$ cat src/rtl/serial_addsub_pkg.sv
// Shared state encoding and mode constants for the bit-serial adder/subtractor.
package serial_addsub_pkg;

    typedef enum logic [1:0] {
        IDLE = 2'd0,
        RUN  = 2'd1,
        DONE = 2'd2
    } state_t;

    localparam logic MODE_ADD = 1'b0;
    localparam logic MODE_SUB = 1'b1;

endpackage

$ cat src/rtl/serial_addsub_full_addsub_cell.sv
// One-bit full adder/subtractor: sum/difference plus carry-out/borrow-out.
module full_addsub_cell
    import serial_addsub_pkg::*;
(
    input  logic x,
    input  logic y,
    input  logic c_in,
    input  logic mode,
    output logic s,
    output logic c_out
);

    assign s     = x ^ y ^ c_in;
    assign c_out = (mode == MODE_SUB) ? ((~x & y) | (c_in & ~(x ^ y)))
                                      : ((x & y) | (c_in & (x ^ y)));

endmodule

$ cat src/rtl/serial_addsub.sv
// Bit-serial WIDTH-bit adder/subtractor, LSB first, one bit per clock.
// Define SERIAL_ADDSUB_OVERFLOW_EN to add the signed-overflow output ovf.
//
// state | meaning
// IDLE  | waiting for start
// RUN   | processing bit cnt of the latched operands
// DONE  | one-cycle done pulse; start here is accepted as in IDLE
module serial_addsub
    import serial_addsub_pkg::*;
#(
    parameter int WIDTH = 8
) (
    input  logic             clk,
    input  logic             rst,
    input  logic             start,
    input  logic             mode,
    input  logic [WIDTH-1:0] a,
    input  logic [WIDTH-1:0] b,
    output logic             busy,
    output logic             done,
    output logic [WIDTH-1:0] result,
    output logic             carry_borrow
`ifdef SERIAL_ADDSUB_OVERFLOW_EN
    ,
    output logic             ovf
`endif
);

    localparam int CNT_W = $clog2(WIDTH);
    localparam logic [CNT_W-1:0] LAST = CNT_W'(WIDTH - 1);

    state_t           state;
    logic [WIDTH-1:0] a_sr;
    logic [WIDTH-1:0] b_sr;
    logic [WIDTH-1:0] res_sr;
    logic [WIDTH-1:0] res_next;
    logic [CNT_W-1:0] cnt;
    logic             carry;
    logic             mode_q;
    logic             s;
    logic             c_out;

    full_addsub_cell u_cell (
        .x     (a_sr[0]),
        .y     (b_sr[0]),
        .c_in  (carry),
        .mode  (mode_q),
        .s     (s),
        .c_out (c_out)
    );

    // New bit enters at the MSB; after WIDTH shifts bit 0 sits at the LSB.
    assign res_next = {s, {(WIDTH-1){1'b0}}} | (res_sr >> 1);

`ifdef SERIAL_ADDSUB_OVERFLOW_EN
    // On the last bit a_sr[0]/b_sr[0] are the latched operand MSBs.
    logic ovf_next;
    assign ovf_next = ((mode_q == MODE_SUB) ? (a_sr[0] != b_sr[0]) : (a_sr[0] == b_sr[0]))
                      && (s != a_sr[0]);
`endif

    always_ff @(posedge clk) begin
        if (rst) begin
            state        <= IDLE;
            a_sr         <= '0;
            b_sr         <= '0;
            res_sr       <= '0;
            cnt          <= '0;
            carry        <= 1'b0;
            mode_q       <= MODE_ADD;
            busy         <= 1'b0;
            done         <= 1'b0;
            result       <= '0;
            carry_borrow <= 1'b0;
`ifdef SERIAL_ADDSUB_OVERFLOW_EN
            ovf          <= 1'b0;
`endif
        end else begin
            done <= 1'b0;
            case (state)
                IDLE, DONE: begin
                    if (start) begin
                        a_sr   <= a;
                        b_sr   <= b;
                        mode_q <= mode;
                        carry  <= 1'b0;
                        cnt    <= '0;
                        busy   <= 1'b1;
                        state  <= RUN;
                    end else begin
                        state <= IDLE;
                    end
                end
                RUN: begin
                    a_sr   <= a_sr >> 1;
                    b_sr   <= b_sr >> 1;
                    res_sr <= res_next;
                    carry  <= c_out;
                    if (cnt == LAST) begin
                        busy         <= 1'b0;
                        done         <= 1'b1;
                        result       <= res_next;
                        carry_borrow <= c_out;
`ifdef SERIAL_ADDSUB_OVERFLOW_EN
                        ovf          <= ovf_next;
`endif
                        state        <= DONE;
                    end else begin
                        cnt <= cnt + 1'b1;
                    end
                end
                default: begin
                    busy  <= 1'b0;
                    state <= IDLE;
                end
            endcase
        end
    end

endmodule

$ cat config.mk
export PLATFORM = sky130hd
export DESIGN_NAME = serial_addsub
export DESIGN_NICKNAME = d
export VERILOG_FILES = /design/src/rtl/serial_addsub_pkg.sv /design/src/rtl/serial_addsub_full_addsub_cell.sv /design/src/rtl/serial_addsub.sv
export SDC_FILE = /design/constraint.sdc
export NUM_CORES = 1
export LEC_CHECK = 0
export ABC_AREA = 1
export BUFFER_PORTS_ARGS = -buffer_cell sky130_fd_sc_hd__buf_4
export CAP_MARGIN = 20
export CORE_ASPECT_RATIO = 1.2
export CORE_UTILIZATION = 27
export DETAILED_ROUTE_END_ITERATION = 16
export PLACE_DENSITY = 0.49
export SLEW_MARGIN = 20
export SYNTH_ARGS = -nofsm -noshare
export SYNTH_HDL_FRONTEND = slang
export SYNTH_SLANG_ARGS = --single-unit
$ cat constraint.sdc
create_clock -name clk -period 1.6 [get_ports clk]
set_input_delay 0.08 -clock clk [delete_from_list [all_inputs] [get_ports clk]]
set_output_delay 0.08 -clock clk [all_outputs]
set_load 0.01 [all_outputs]
After elaboration in Yosys (flattened, before gate mapping)
Cells that the tools add are included.
W data, S select, Z words.
{"block": "word_totals", "word_cells": 56, "input_bits": 20, "ff_bits": 42, "output_inout_bits": 11}
{"block": "op_classes", "n_eq_ne": 6, "n_bitwise": 12, "mux": 17, "n_addsub": 1, "reduce_logical": 9}
{"cell": "$pmux W8 S2", "n": 2}
{"cell": "$mux W8", "n": 2}
{"cell": "$or A8 B7 Y8", "n": 1}
{"cell": "$reduce_and A2 Y1", "n": 4}
{"cell": "$mux W1", "n": 6}
{"cell": "$mux W3", "n": 2}
{"cell": "$ne A2 B2 Y1 const B", "n": 3}
{"cell": "$pmux W3 S2", "n": 1}
{"cell": "$and A1 B1 Y1", "n": 4}
{"cell": "$pmux W1 S2", "n": 2}
{"cell": "$pmux W2 S2", "n": 1}
{"cell": "$reduce_or A2 Y1", "n": 2}
{"cell": "$add A3 B1 Y3 const B", "n": 1}
{"cell": "$eq A3 B3 Y1 const B", "n": 1}
{"cell": "$not A1 Y1", "n": 3}
{"cell": "$reduce_and A3 Y1", "n": 1}
{"cell": "$eq A2 B1 Y1 const B", "n": 1}
{"cell": "$eq A2 B2 Y1 const B", "n": 1}
{"cell": "$logic_not A2 Y1", "n": 1}
{"cell": "$mux W2", "n": 1}
{"cell": "$or A1 B1 Y1", "n": 2}
{"cell": "$reduce_bool A2 Y1", "n": 1}
{"cell": "$xor A1 B1 Y1", "n": 2}

Longest topological paths before layout
Gate-level depths: netlist of run 1.
{"block": "depth", "ltp_word": 6, "ltp_mapped": 8, "mapped_depth_nobuf": 7}

Modules after synthesis
Synthesis of run 1 repeated with hierarchy kept, for this count alone.
{"block": "unflattened", "cells_unflattened": 248, "area_unflattened_um2": 1803.0}
{"module": "serial_addsub", "n_inst": 1, "seq_area_each_um2": 820.8, "cells_each": 239, "area_each_um2": 1736.7}
{"module": "full_addsub_cell", "n_inst": 1, "seq_area_each_um2": 0.0, "cells_each": 9, "area_each_um2": 66.3}

Least setup slack after synthesis of run 1
OpenSTA, ideal clock, no wires.
{"block": "synth_path", "path_type": "register -> register", "from": "register cnt[0]", "to": "register cnt[1]", "required_ns": 1.485, "n_path_buf": 1, "path_slack_ns": 0.247, "period_less_slack_ns": 1.353, "t_arrival_ns": 1.238, "setup_ns": 0.115, "stages_incl_launch_ff": 8, "cell_sequence": "dfxtp_1 > ha_1 > ha_1 > buf_4 > inv_1 > nand3_1 > a21oi_1 > nor2_1"}
{"block": "synth_via", "elab_chain_cells": 3, "word_cells_on_any_way": 6, "cone_classes": "1 x add/sub; 2 x eq/ne; 2 x mux; 1 x reduce/logical"}
{"item": "from (decl)", "line_no": "serial_addsub.sv:37", "source": "logic [CNT_W-1:0] cnt;"}
{"item": "from (signal assigned)", "line_no": "serial_addsub.sv:109", "source": "cnt <= cnt + 1'b1;"}
{"item": "$add A3 B1 Y3 / $eq A3 B3 Y1 (equally long branches)", "line_no": "serial_addsub.sv:109, serial_addsub.sv:99"}
{"item": "$mux W3 / $ne A2 B2 Y1 (equally long branches)"}
{"item": "$pmux W3 S2 / $reduce_and A3 Y1 (equally long branches)"}
Parallel ways exist; a longest one is shown, timed or not. The select of a mux whose other input is x is not followed.
A chain may end at the register's enable or synchronous reset.

Worst setup path in the final report of run 1
{"block": "layout_path", "from": "register cnt[0]", "to": "register cnt[2]"}
Same word-level chain as after synthesis.

==> key figures, run 1 <==
Power
  – Share of power burned in registers: 51.9%
  – Final Power: 2.170 mW
  – Peak VDD IR: 0.3266 mV
  – PwrDens: 974.4 nW/um^2
  – Psw: 0.5868 mW
  – Clock share of power: 31.5%
  – Leak: 0.9789 nW
  – Gate power share: 16.6%
  – Switching Fraction: 27.04%
  – Int Pwr: 1.583 mW

CTS
  – Clock latency on the worst-skew pair: 290 ps
  – Clk slew on worst S/H paths: 80 ps
  – CTS H-Tree Depth: 2
  – Maximum buffer depth of the clock tree: 2
  – CTS tree: built
  – Total CTS buffers: 5
  – # clock sinks: 41
  – Post-CTS Setup Bufs: 0
  – CTS Root Cell: clkbuf_8
  – # resized after CTS: 0
  – CTS hold repair buffers: 0

Cells and area
  – Most frequent cells in the layout: 43 x nand3_1, 41 x dfxtp_1, 33 x inv_1
  – Fill cell count: 734
  – Area Growth Syn to Fin: 21.34%
  – Layout cells sized above 1: 18.89%
  – Multi-input gate area: 785.8 sq um
  – Register area: 820.8 sq um
  – Most common cell after layout, fill and taps aside: nand3_1
  – Ant diodes: 0
  – Layout Nets: 294

Synth
  – Largest family of logic cells by synthesized area: simple AND/OR/NAND/NOR gates
  – Syn_nets: 268
  – Mux contribution to synthesized area: 0%
  – Mapped cell area: 1836 sq um
  – Synthesized flop and latch total: 41
  – Synthesized-area fraction occupied by adder cells: 3.545%
  – Simple-gate share of the synthesized area: 30.54%
  – Syn Area/Cell: 7.523 sq um
  – Compound-Gate Fraction of Synth Area: 8.725%
  – Yosys warnings: 0
  – Synthesized instance count: 244
  – Sequential fraction of the synthesis area: 44.72%
  – Distinct cells, synth: 21
  – Xor/xnor share of the synthesized area: 0%

STA
  – Fmax: 0.7371 GHz
  – Slew @ Worst Pin: 513.5 ps
  – RSZ-0062 raised after global routing: no
  – Final Skew: 6.787 ps
  – Final hold violations: 0
  – Max Slew Vio Count: 0
  – Minimum clock period: 1357 ps
  – Slew headroom: 65.64%
  – Final period util: 84.79%
  – Setup TNS: 0 ps
  – Final setup viols: 0

Worst setup path
  – Worst Setup Start Kind: register
  – Critical Path RT: 1790 ps
  – Crit path DAT: 1540 ps
  – R2R Setup Slk: 240 ps
  – Worst Setup End Kind: register
  – Worst Path Max Fanout: 7
  – Reg2reg end: cnt[2]
  – Worst setup path category: reg -> reg
  – Cells on worst reg2reg path: 6
  – Reg2reg start: cnt[0]

Floorplanning
  – IO Pins: 31
  – Core footprint: 6486 sq um
  – Row cnt: 32
  – Die Ht: 92.32 um
  – Die ar.: 7133 sq um
  – Die width: 77.27 um
  – Initial Utilization: 28.30%

Placed design
  – HPWL Detailed: 2.636 mm
  – Gp weighted congestion: 0.6800
  – I/O Buffers: 30

Worst hold path
  – WHS Path Cells: 3
  – Worst Hold End: b_sr[0]
  – HP Class: in -> reg
  – Hold Startpoint: b[0]

Global route
  – Global-route usage over all layers: 12.21%
  – First-pass GRT wire length: 6.872 mm
  – Initial antenna violation count: 0
  – Global route overflow: 0
  – Vias in the first global route: 1450
  – Largest net degree at the start of global routing: 41

Drt
  – Met2 WL: 1.903 mm
  – WL/cell: 11.28 um
  – DRC: 0
  – WL final: 4.005 mm
  – Router iterations before antenna repair: 4
  – Metal1 wirelength: 1.869 mm
  – Via count: 1562
  – Post-DR vias/cell: 4.400
  – Top layer in use: met4
  – Metal3 WL: 151 um
  – First DRT Iteration DRCs: 88
  – Post-route ant nets: 0

Status
  – Status: completed

Job
  – Max Cap Violations: 0
## through the flow
| step | hold slack, ps | utilization [%] | std cells | instance area [sq um] | worst slack [ps] |
|---|---|---|---|---|---|
| 2_1_floorplan | 222.1 | - | 244 | 1836 | 247.1 |
| 3_3_place_gp | 310.0 | 33.01 | 348 | 2141 | 256.7 |
| 3_5_place_dp | 317.4 | 33.01 | 348 | 2141 | 228.2 |
| 4_1_cts | 11.61 | 34.34 | 355 | 2227 | 221.0 |
| 5_1_grt | 20.25 | 34.34 | 355 | 2227 | 115.3 |
| 6_report | 14.82 | 34.34 | 355 | 2227 | 243.3 |
## Yosys cell counts
library cell / number / area share (%)
nand2_2: 1 / 0.34
buf_4: 5 / 2.0
fa_1: 2 / 2.2
a21oi_1: 17 / 4.6
nand2_4: 1 / 0.61
inv_1: 33 / 6.7
dfxtp_1: 41 / 45
nor2_1: 28 / 5.7
clkbuf_1: 3 / 0.61
nor2_4: 1 / 0.61
inv_2: 1 / 0.20
o21ai_0: 8 / 2.2
nand2_1: 29 / 5.9
o21ai_2: 4 / 1.9
nand3_4: 1 / 0.95
ha_1: 2 / 1.4
buf_2: 6 / 1.6
nor3_1: 15 / 4.1
buf_6: 2 / 1.2
nand3_1: 43 / 12
nand3_2: 1 / 0.55
## per-layer routing
layer  track usage, %  up-vias
met4            5.660        0
met2            19.25       26
met5                0        -
li1                 -      827
met1            15.86      703
met3            2.562        6
## flip-flops by register name, indices dropped and copies added, names as in the netlist
name	flops
a_sr	8
b_sr	8
busy	1
carry	1
carry_borrow	1
cnt	3
done	1
mode_q	1
res_sr	7
result	8
state	2
## worst max-delay path, cell delays in order (launching register included)
cell and delay [ps]:
dfxtp_1 320, ha_1 190, ha_1 200, inv_1 80
nand3_1 220, a21oi_1 200, nor2_1 60
## kinds of logic after synthesis
| family | after synthesis |
|---|---|
| compound gates | 29 |
| fa+ha+maj | 4 |
| buf+inv | 50 |
| flops | 41 |
| simple gates | 120 |
## area by class of cell
cell class                      instances  share of cell area [%]
Sequential cell                        41                   36.85
Multi-Input combinational cell        153                   35.28
Timing Repair Buffer                   35                   13.48
Inverter                               34                   5.730
Tap cell                               85                   4.775
Clock buffer                            7                   3.876
## worst max path at each step
stage | start | to | cells after the start
2_1_floorplan | cnt[0] | cnt[1] | 7
3_3_place_gp | cnt[0] | cnt[1] | 6
3_5_place_dp | cnt[0] | cnt[1] | 6
4_1_cts | cnt[0] | cnt[1] | 6
5_1_grt | cnt[0] | cnt[2] | 6
6_report | cnt[0] | cnt[2] | 6
## power by group through the flow
| stage | Combinational [mW] | Clock (mW) | Sequential (mW) |
|---|---|---|---|
| floorplan | 0.267 | 0 | 1.14 |
| global placement | 0.361 | 0 | 1.15 |
| detailed placement | 0.363 | 0 | 1.15 |
| CTS | 0.366 | 0.714 | 1.13 |
| global route | 0.421 | 0.756 | 1.13 |
| finish | 0.360 | 0.684 | 1.13 |
Power figures use the tool's default switching activity.
==> run 2, diff against run 1 <==
--- a/config.mk
+++ b/config.mk
@@ -11,7 +11,7 @@
 export CORE_ASPECT_RATIO = 1.2
 export CORE_UTILIZATION = 27
 export DETAILED_ROUTE_END_ITERATION = 16
-export PLACE_DENSITY = 0.49
+export PLACE_DENSITY = 0.51
 export SLEW_MARGIN = 20
 export SYNTH_ARGS = -nofsm -noshare
 export SYNTH_HDL_FRONTEND = slang
==> constraint.sdc (replaced) <==
create_clock -name clk -period 1.1 [get_ports clk]
set_input_delay 0.055 -clock clk [delete_from_list [all_inputs] [get_ports clk]]
set_output_delay 0.055 -clock clk [all_outputs]
set_load 0.01 [all_outputs]
==> key figures, run 2 (synthesized netlist as in run 1, its figures left out) <==
CTS
  – CTS tree: built
  – Clock latency on the worst-skew pair: 290 ps (about the same)
  – CTS H-Tree Depth: 2 (unchanged)
  – # clock sinks: 41 (unchanged)
  – Maximum buffer depth of the clock tree: 2 (unchanged)
  – Clk slew on worst S/H paths: 80 ps (about the same)
  – Total CTS buffers: 5 (unchanged)
  – CTS Root Cell: clkbuf_8

STA
  – Minimum clock period: 1224 ps (-132.6 ps)
  – Final setup viols: 18 (+18)
  – Final hold violations: 0 (unchanged)
  – Final hold slack: 0.7678 ps (-14.05 ps)
  – Slew headroom: 84.20% (+19 points)
  – Fmax: 0.8169 GHz (+11%)
  – Max Slew Vio Count: 0 (unchanged)
  – Final Skew: 4.493 ps (-2.294 ps)
  – Worst setup margin: -124.1 ps (-367.4 ps)
  – Final period util: 111.3% (+26 points)
  – RSZ-0062 raised after global routing: yes
  – Slew @ Worst Pin: 236.7 ps (-276.9 ps)

Job
  – Max Cap Violations: 0 (unchanged)

Worst setup path
  – Cells on worst reg2reg path: 4 (-2)
  – Worst setup path category: reg -> reg
  – Critical Path RT: 1330 ps (-460 ps)
  – Crit path DAT: 1450 ps (-90 ps)
  – Reg2reg end: result[7]
  – Worst Setup Start Kind: register
  – Worst Setup End Kind: register
  – Setup crit start: b_sr[0]
  – Worst Path Max Fanout: 2 (-5)
  – R2R Setup Slk: -120 ps (-370 ps)
  – Worst Setup EP: result[7]
  – Reg2reg start: b_sr[0]

Placed design
  – Post-DP Area: 2261 sq um (+5.6%)
  – DP Cell Count: 357 (+2.6%)
  – I/O Buffers: 30 (unchanged)
  – HPWL Detailed: 2.664 mm (+1.1%)
  – Pre-CTS WS: -108.0 ps (-336.2 ps)
  – Gp weighted congestion: 0.6993 (+2.8%)

Drt
  – Post-DR vias/cell: 4.490 (+2.0%)
  – WL final: 4.941 mm (+23%)
  – Via count: 1751 (+12%)
  – Router iterations before antenna repair: 4 (unchanged)
  – WL/cell: 12.67 um (+12%)
  – First DRT Iteration DRCs: 42 (-52%)
  – DRC: 0 (unchanged)
  – Post-route ant nets: 0 (unchanged)

Cells and area
  – Ant diodes: 0 (unchanged)
  – Fill cell count: 661 (-9.9%)
  – Multi-input gate area: 959.7 sq um (+22%)
  – Layout Cells excl Fill: 390 (+9.9%)
  – Final Cell Area: 2845 sq um (+28%)
  – Layout Nets: 328 (+12%)
  – Most common cell after layout, fill and taps aside: buf_4
  – Layout cells sized above 1: 38.69% (+20 points)
  – Final design utilization: 43.87% (+9.5 points)
  – Largest regs: a_sr x8, b_sr x8, result x8
  – Area Growth Syn to Fin: 55.01%
  – Register area: 829.5 sq um (+1.1%)
  – Most frequent cells in the layout: 42 x buf_4, 37 x nand3_1, 34 x dfxtp_1

Status
  – Violated checks: negative setup slack
  – Status: complete, but fails checks

Global route
  – Global route overflow: 0 (unchanged)
  – Initial antenna violation count: 0 (unchanged)
  – First-pass GRT wire length: 7.293 mm (+6.1%)
  – Largest net degree at the start of global routing: 31 (-24%)
  – Vias in the first global route: 1658 (+14%)
  – Global-route usage over all layers: 12.84% (+0.63 points)

Power
  – Peak VDD IR: 0.8617 mV (+160%)
  – Leak: 1.223 nW (+25%)
  – PwrDens: 1321 nW/um^2 (+36%)

Floorplanning
  – Initial Utilization: 28.30% (unchanged)
  – Row cnt: 32 (unchanged)
  – Core footprint: 6486 sq um (unchanged)
  – Die Ht: 92.32 um (unchanged)
  – IO Pins: 31 (unchanged)
  – Die ar.: 7133 sq um (unchanged)
  – Die width: 77.27 um (unchanged)

Worst hold path
  – HP Class: in -> reg
==> run 2: final cells by class <==
type | instances | area share, %
clock inverter | 1 | 1.055
inverter | 34 | 4.661
tap | 85 | 3.738
sequential | 41 | 29.16
timing repair buffer | 69 | 24.63
clock buffer | 7 | 3.034
multi-input combinational | 153 | 33.73
==> run 2: where the power goes <==
group | switching [mW] | internal [mW]
Combinational | 0.417 | 0.403
Clock | 0.545 | 0.741
Sequential | 0.0569 | 1.59
Total | 1.02 | 2.74
==> run 2: repair_timing <==
action | in CTS | in global routing
hold endpoints to repair | 11 | 0
cloned | 0 | 7
resized for setup | 10 | 39
endpoints found under the setup margin | 12 | 37
hold buffers | 11 | 0
buffers inserted | 2 | 5
pin swaps | 13 | 13
==> run 2: routing by layer <==
metal,track usage [%],share of wire [%]
met5,0,0
met4,5.660,1.2
met3,2.069,3.0
met2,22.79,52
met1,15.08,44
==> run 2: worst min path at each step <==
| stage | startpoint | end | slack, ps | cells past startpoint |
|---|---|---|---|---|
| floorplan | b[0] | b_sr[0] | 200 | 2 |
| global route | a[1] | a_sr[1] | 20 | 3 |
| global placement | b[4] | b_sr[4] | 280 | 3 |
| detailed placement | a[0] | a_sr[0] | 290 | 3 |
| CTS | a[2] | a_sr[2] | 3 | 3 |
| finish | a[1] | a_sr[1] | 0.8 | 3 |
==> run 2: worst max-delay path, cell delays in order, from the launching register on <==
cell and delay, ps:
dfxtp_2 340, inv_2 50, fa_2 570, nand3_2 70
a21oi_1 130
==> run 2: metrics by stage <==
stage,power (mW),TNS (ps)
CTS,3.577,-534.7
detailed placement,2.253,-399.2
global placement,2.244,-259.2
finish,3.757,-749.9
global route,3.952,-1890
floorplan,2.076,-296.0
